===== src/rtl/imm_ext_pipe.sv =====
// Immediate-generation stage between ID and EX: decodes the immediate at acceptance
// and holds it in an output register backed by one skid entry under back-pressure.
module imm_ext_pipe #(
  parameter int DATA_W = 32,
  parameter int TAG_W  = 5
) (
  input  logic              clk,
  input  logic              rst_n,
  input  logic              flush,
  input  logic              in_valid,
  output logic              in_ready,
  input  logic [25:0]       instr,
  input  logic [DATA_W-1:0] pc4,
  input  logic [2:0]        ext_op,
  input  logic [TAG_W-1:0]  in_tag,
  output logic              out_valid,
  input  logic              out_ready,
  output logic [DATA_W-1:0] imm,
  output logic [TAG_W-1:0]  out_tag,
  output logic              illegal
);

  // Handshake: a request transfers on a rising edge where in_valid && in_ready;
  // the output transfers on a rising edge where out_valid && out_ready.

  typedef enum logic [1:0] {EMPTY, ONE, FULL} state_t;

  logic              out_v, skid_v;
  logic [DATA_W-1:0] out_imm, skid_imm;
  logic [TAG_W-1:0]  out_tag_r, skid_tag;
  logic              out_ill, skid_ill;
  state_t            state;

  logic [15:0]       i16;
  logic [DATA_W-1:0] sext16;
  logic [DATA_W-1:0] new_imm;
  logic              new_ill;
  logic              accept;
  logic              unused_pc_bits;

  assign i16            = instr[15:0];
  assign sext16         = {{(DATA_W-16){i16[15]}}, i16};
  assign unused_pc_bits = ^pc4[27:0];

  always_comb begin
    new_imm = '0;
    new_ill = 1'b0;
    case (ext_op)
      3'd0: new_imm = {{(DATA_W-16){1'b0}}, i16};
      3'd1: new_imm = sext16;
      // Shifting the sign-extended value keeps the upper bits as sign copies at 64 bits.
      3'd2: new_imm = sext16 << 16;
      3'd3: new_imm = sext16 << 2;
      3'd4: new_imm = {pc4[DATA_W-1:28], instr, 2'b00};
      3'd5: new_imm = {{(DATA_W-5){1'b0}}, instr[10:6]};
      default: begin
        new_imm = '0;
        new_ill = 1'b1;
      end
    endcase
  end

  assign state     = skid_v ? FULL : (out_v ? ONE : EMPTY);
  assign in_ready  = ~skid_v;
  assign accept    = in_valid & in_ready;
  assign out_valid = out_v;
  assign imm       = out_imm;
  assign out_tag   = out_tag_r;
  assign illegal   = out_ill;

  always_ff @(posedge clk or negedge rst_n) begin
    if (!rst_n) begin
      out_v     <= 1'b0;
      skid_v    <= 1'b0;
      out_imm   <= '0;
      out_tag_r <= '0;
      out_ill   <= 1'b0;
      skid_imm  <= '0;
      skid_tag  <= '0;
      skid_ill  <= 1'b0;
    end else if (flush) begin
      out_v  <= 1'b0;
      skid_v <= 1'b0;
    end else begin
      case (state)
        EMPTY: begin
          if (accept) begin
            out_v     <= 1'b1;
            out_imm   <= new_imm;
            out_tag_r <= in_tag;
            out_ill   <= new_ill;
          end
        end
        ONE: begin
          if (accept && !out_ready) begin
            skid_v   <= 1'b1;
            skid_imm <= new_imm;
            skid_tag <= in_tag;
            skid_ill <= new_ill;
          end else if (accept) begin
            out_imm   <= new_imm;
            out_tag_r <= in_tag;
            out_ill   <= new_ill;
          end else if (out_ready) begin
            out_v <= 1'b0;
          end
        end
        FULL: begin
          // in_ready is low here, so nothing new can arrive; only the skid drains.
          if (out_ready) begin
            skid_v    <= 1'b0;
            out_imm   <= skid_imm;
            out_tag_r <= skid_tag;
            out_ill   <= skid_ill;
          end
        end
        default: ;
      endcase
    end
  end

endmodule

===== config.mk =====
export PLATFORM = sky130hd
export DESIGN_NAME = imm_ext_pipe
export DESIGN_NICKNAME = d
export VERILOG_FILES = /design/src/rtl/imm_ext_pipe.sv
export SDC_FILE = /design/constraint.sdc
export NUM_CORES = 1
export LEC_CHECK = 0
export CAP_MARGIN = 40
export CORE_ASPECT_RATIO = 1.2
export CORE_MARGIN = 5
export CORE_UTILIZATION = 51
export CTS_CLUSTER_DIAMETER = 200
export DETAILED_ROUTE_END_ITERATION = 16
export PLACE_DENSITY_LB_ADDON = 0.2
export SLEW_MARGIN = 20
export SYNTH_ARGS = -nofsm -noshare
export SYNTH_HDL_FRONTEND = slang
export SYNTH_SLANG_ARGS = --single-unit

===== constraint.sdc =====
create_clock -name clk -period 2.9 [get_ports clk]
set_input_delay 0.435 -clock clk [delete_from_list [all_inputs] [get_ports clk]]
set_output_delay 0.435 -clock clk [all_outputs]
set_load 0.01 [all_outputs]

### Yosys cells after proc, flatten, opt, wreduce, memory -nomap -nowiden

Cells that the tools add are included.

* equal/unequal tests: 15
* multiplexer cells: 25
* bitwise operators: 3
* reductions and logical operators: 12

Operators with widths (count)
* 32-bit one-hot mux with 6 select lines: 1
* 32-bit two-way mux: 3
* 32-bit one-hot mux with 3 select lines: 1
* 3-bit != test (second input constant): 6
* 5-bit two-way mux: 3
* 5-bit one-hot mux with 3 select lines: 1
* 1-bit two-way mux: 12
* 3-bit nonzero test: 3
* 3-bit by 2-bit == test with 1-bit output (second input constant): 2
* 3-bit == test (second input constant): 2
* 3-bit AND reduction: 2
* 6-bit OR reduction: 1
* 5-bit AND reduction: 1
* 2-bit != test (second input constant): 2
* 1-bit one-hot mux with 2 select lines: 2
* 4-bit AND reduction: 1
* 3-bit by 1-bit == test with 1-bit output (second input constant): 1
* 3-bit logical NOT: 1
* 1-bit one-hot mux with 3 select lines: 1
* 2-bit by 1-bit == test with 1-bit output (second input constant): 1
* 2-bit == test (second input constant): 1
* 2-bit logical NOT: 1
* 2-bit two-way mux: 1
* 1-bit NOT: 2
* 3 further kinds: 3

* bits in registers: 78
* input port bits: 71
* output and inout bits: 40
* word-level logic and storage cells: 63

### Logic depth before layout (Yosys ltp)

* depth after elaboration: 6
* mapped depth: 8
* mapped depth without buffers: 4

### Worst setup path before layout

Ideal clock, no wire load.

* path type: register to register
* start: reg skid_v
* end: reg skid_imm[1]
* setup time: 0.125 ns
* arrival: 1.631 ns
* required time: 2.775 ns
* setup slack: 1.144 ns
* stages on the path, launching flop included: 7
* buffers on the path: 3
* clock period less this slack: 1.756 ns
* cell sequence: dfrtp_1 -> buf_6 -> nand2b_4 -> or4b_1 -> buf_2 -> buf_6 -> mux2_4

* longest elaborated chain between the ends: 4
* elaborated cells on any way between the ends: 6
* those cells by class: eq/ne (1); mux (1); bitwise (2); reduce/logical (2)

Ends and longest elaborated chain
* start: declaration: line 28 `logic out_v, skid_v;`
* start signal: assignment: line 74 `skid_v <= 1'b0;`
* start signal: assignment: line 83 `skid_v <= 1'b0;`
* start signal: assignment: line 96 `skid_v <= 1'b1;`
* parallel branches: the longest is 3 deep, another holds 2-bit two-way mux
* 3-bit AND reduction (no source line) (*)
* end signal: assignment: line 97 `skid_imm <= new_imm;`
* end: declaration: line 29 `logic [DATA_W-1:0] out_imm, skid_imm;`

Mark *: on every way between the ends.
A chain may end at the register's enable or synchronous reset.

### Worst setup path in the final report

* start: reg skid_v
* end: out in_ready

* longest elaborated chain between the ends: 1

Ends and longest elaborated chain
* 1-bit NOT: line 64 `assign in_ready = ~skid_v;`
* end: declaration: line 11 `output logic in_ready,`

No other way between the ends.

==> results.py <==
metrics = {
    "setup_path": {
        "cp_slowest_cell": "clkdlybuf4s50_1",
        "cp.required_ps": 2470,
        "cp-end-kind": "output pin",
        "critPathKind": "reg -> out",
        "crit_chain": "buf_4 > inv_1 > clkdlybuf4s50_1",
        "slowest_delay_ps": 530,
        "worstSetupStartpointType": "register",
        "cp-startpoint": "skid_v",
        "cp_max_fo": 45,
        "crit_arrival_ps": 1900,
        "cp_num_buf_inv": 3,
        "crit_family": "buffers and inverters",
        "worst_r2r_startpoint": "skid_v",
    },
    "clock_network": {
        "clock-sinks": 78,
        "cts_max_level": 3,
        "cts_hold_buf": 0,
        "cts_setup_buffers": 0,
        "path_clk_slew_ps": 90,
        "cts_buffers": 9,
        "cts-root-buf": "clkbuf_8",
        "cts_buffer_depth": 2,
        "cts_tree": "yes",
        "ctsResizeCount": 0,
        "clk_latency_ps": 360,
    },
    "routing": {
        "drt_wl_total_um": 10010,
        "ant_nets": 0,
        "avgRoutedWirePerCell_um": 17.44,
        "via_per_inst": 5.892,
        "drc": 0,
        "vias": 3382,
        "drt_iter0_markers": 148,
        "drt_pass1_iterations": 5,
    },
    "pwr": {
        "vdd_ir_drop_max_mv": 0.4108,
        "sw_frac_of_total": 0.2778,
        "p_sw_mw": 0.8160,
        "clkPwrFrac": 0.315,
        "power.density_nw_per_um2": 589.7,
        "p_total_mw": 2.937,
        "comb_power_share": 0.221,
        "leakagePower_nw": 2.104,
        "power.share.sequential": 0.464,
        "power.internal_mw": 2.121,
    },
    "die": {
        "core_um2": 7274,
        "io_pins": 111,
        "die_area_um2": 9358,
        "initial_utilization": 0.5270,
        "fp.dieW_um": 89.15,
        "rows": 34,
        "fp.dieH_um": 105.0,
    },
    "synthesis": {
        "synth-seq-cells": 78,
        "synth_edf_count": 0,
        "ys_warn_count": 0,
        "synth-seq-area-share": 0.5091,
        "yosys.area.top_type": "dfrtp_1",
        "avgSynthCellArea_um2": 9.373,
        "syn-cell-area_um2": 3834,
        "synth-async-reset-ratio": 1.000,
        "synth.top_cells.by_area": "dfrtp_1 (51%), nand2_1 (7.0%), o211ai_1 (5.7%), o21ai_0 (5.2%), nand3_1 (3.9%)",
        "yosysTopAreaCellShare": 0.5091,
        "synth_cell_types": 36,
        "ys.flop_type": "dfrtp_1",
        "syn-num-nets": 480,
        "syn_inst": 409,
    },
    "run": {
        "maxCapViolCount": 0,
    },
    "sta": {
        "setup_viol": 0,
        "layout_min_cycle_time_ps": 2336,
        "maxSlewViolCount": 0,
        "worst_slew_pin_slew_ps": 871.6,
        "rsz0062_at_grt": "false",
        "worst_slew_margin_rel": 0.4177,
        "setup_tns_ps": 0,
        "max_clock_freq_mhz": 428.0,
        "finalHoldViolCount": 0,
        "skew_ps": 10.18,
        "period_share": 0.8057,
    },
    "layout": {
        "fillers": 595,
        "antenna_cells": 0,
        "area_delta_synth_final_pct": 29.93,
        "finalNonFillerCells": 574,
        "nets": 550,
        "drive_gt1_frac": 0.08471,
        "multi_input_comb_area_um2": 1722,
        "ff_latch_area_um2": 1952,
    },
    "grt": {
        "grt_first_pass_wirelength_um": 16480,
        "grt_pass1_vias": 3395,
        "grt-ovfl-total": 0,
        "antenna_found_initial": 0,
        "grt_max_degree": 46,
        "grt_util_all_layers": 0.2223,
    },
    "placed_design": {
        "place_hpwl_um": 7109,
        "portBuffers": 82,
        "place_inst": 558,
        "gp_congestion": 0.9288,
    },
    "min_path": {
        "hp-class": "in -> async",
    },
    "status": {
        "outcome": "completed",
    },
}
worst register-to-register path, delay by kind of cell, from the launching register on:
| family | cells | cell delay, ps |
|---|---|---|
| compound gates | 2 | 610 |
| buf+inv | 2 | 800 |
| flops | 1 | 350 |
| simple gates | 2 | 320 |
logic make-up after synthesis:
| family | synth area share |
|---|---|
| mux | 0.04178 |
| buf+inv | 0.04634 |
| compound gates | 0.2223 |
| simple gates | 0.1805 |
| flops | 0.5091 |
final timing paths:
path | to | slack, ps | cells after the start
min reg2reg | out_tag[2] | 480 | 2
max | in_ready | 560 | 3
max in group asynchronous | imm[20] | 2290 | 2
min in group clk | out_tag[2] | 480 | 2
max reg2reg | imm[20] | 690 | 6
min | imm[5] | 30 | 1
registers in the layout, summed over array words and instances, names as in the netlist:
register and count:
out_valid 1, skid_imm 32, imm 32, out_tag 5, skid_tag 5, skid_ill 1, skid_v 1, illegal 1
synthesized netlist by cell type (6+ instances only):
cell type  number
and3_1         12
mux2i_1         7
nand2_1        71
o211ai_1       29
a2bb2oi_1      11
clkbuf_1       27
o21ai_0        40
buf_2           7
a21oi_1        22
nor2b_1        18
nor2_1          8
dfrtp_1        78
a211oi_1       12
mux2_4          6
nand3_1        30
power groups by stage:
stage	Sequential (mW)	Combinational, mW	Clock (mW)
floorplan	1.40	0.277	0
global placement	1.37	0.634	0
detailed placement	1.38	0.652	0
CTS	1.36	0.655	0.943
global route	1.38	0.715	0.982
finish	1.36	0.648	0.927
metal layers:
metal	track usage	up-vias	share of wire
met5	0	-	0
met4	0.09681	0	0.021
met3	0.03858	17	0.062
met2	0.3435	116	0.49
met1	0.3042	1638	0.42
li1	-	1611	-
placed cells by master (no fill, tap or decap), types with 10 or more instances in the layout:
cell type / Yosys / routed
clkdlybuf4s50_1: 0 / 81
a2bb2oi_1: 11 / 11
a211oi_1: 12 / 12
buf_4: 0 / 13
o21ai_0: 40 / 40
nor2b_1: 18 / 18
nand3_1: 30 / 30
o211ai_1: 29 / 29
nand2_1: 71 / 71
and3_1: 12 / 12
dfrtp_1: 78 / 78
a21oi_1: 22 / 22
clkbuf_8: 0 / 10
cell type report:
class,instances,area share
flip-flops and latches,78,0.3919
well taps,90,0.02261
inverters,4,0.003014
multi-input cells,290,0.3456
clock buffers,10,0.02763
clock inverters,6,0.01884
repair buffers,96,0.1904
through the flow:
stage | hold WS [ps] | worst slack, ps | cell area [µm²] | util
detailed placement | 422.8 | 280.1 | 4750 | 0.6529
finish | 29.17 | 563.5 | 4981 | 0.6847
global placement | 460.5 | 326.3 | 4730 | 0.6502
CTS | 34.79 | 550.9 | 4981 | 0.6847
global route | 62.92 | 500.5 | 4981 | 0.6847
floorplan | 139.4 | 1144 | 3834 | -
Power figures use the tool's default switching activity.
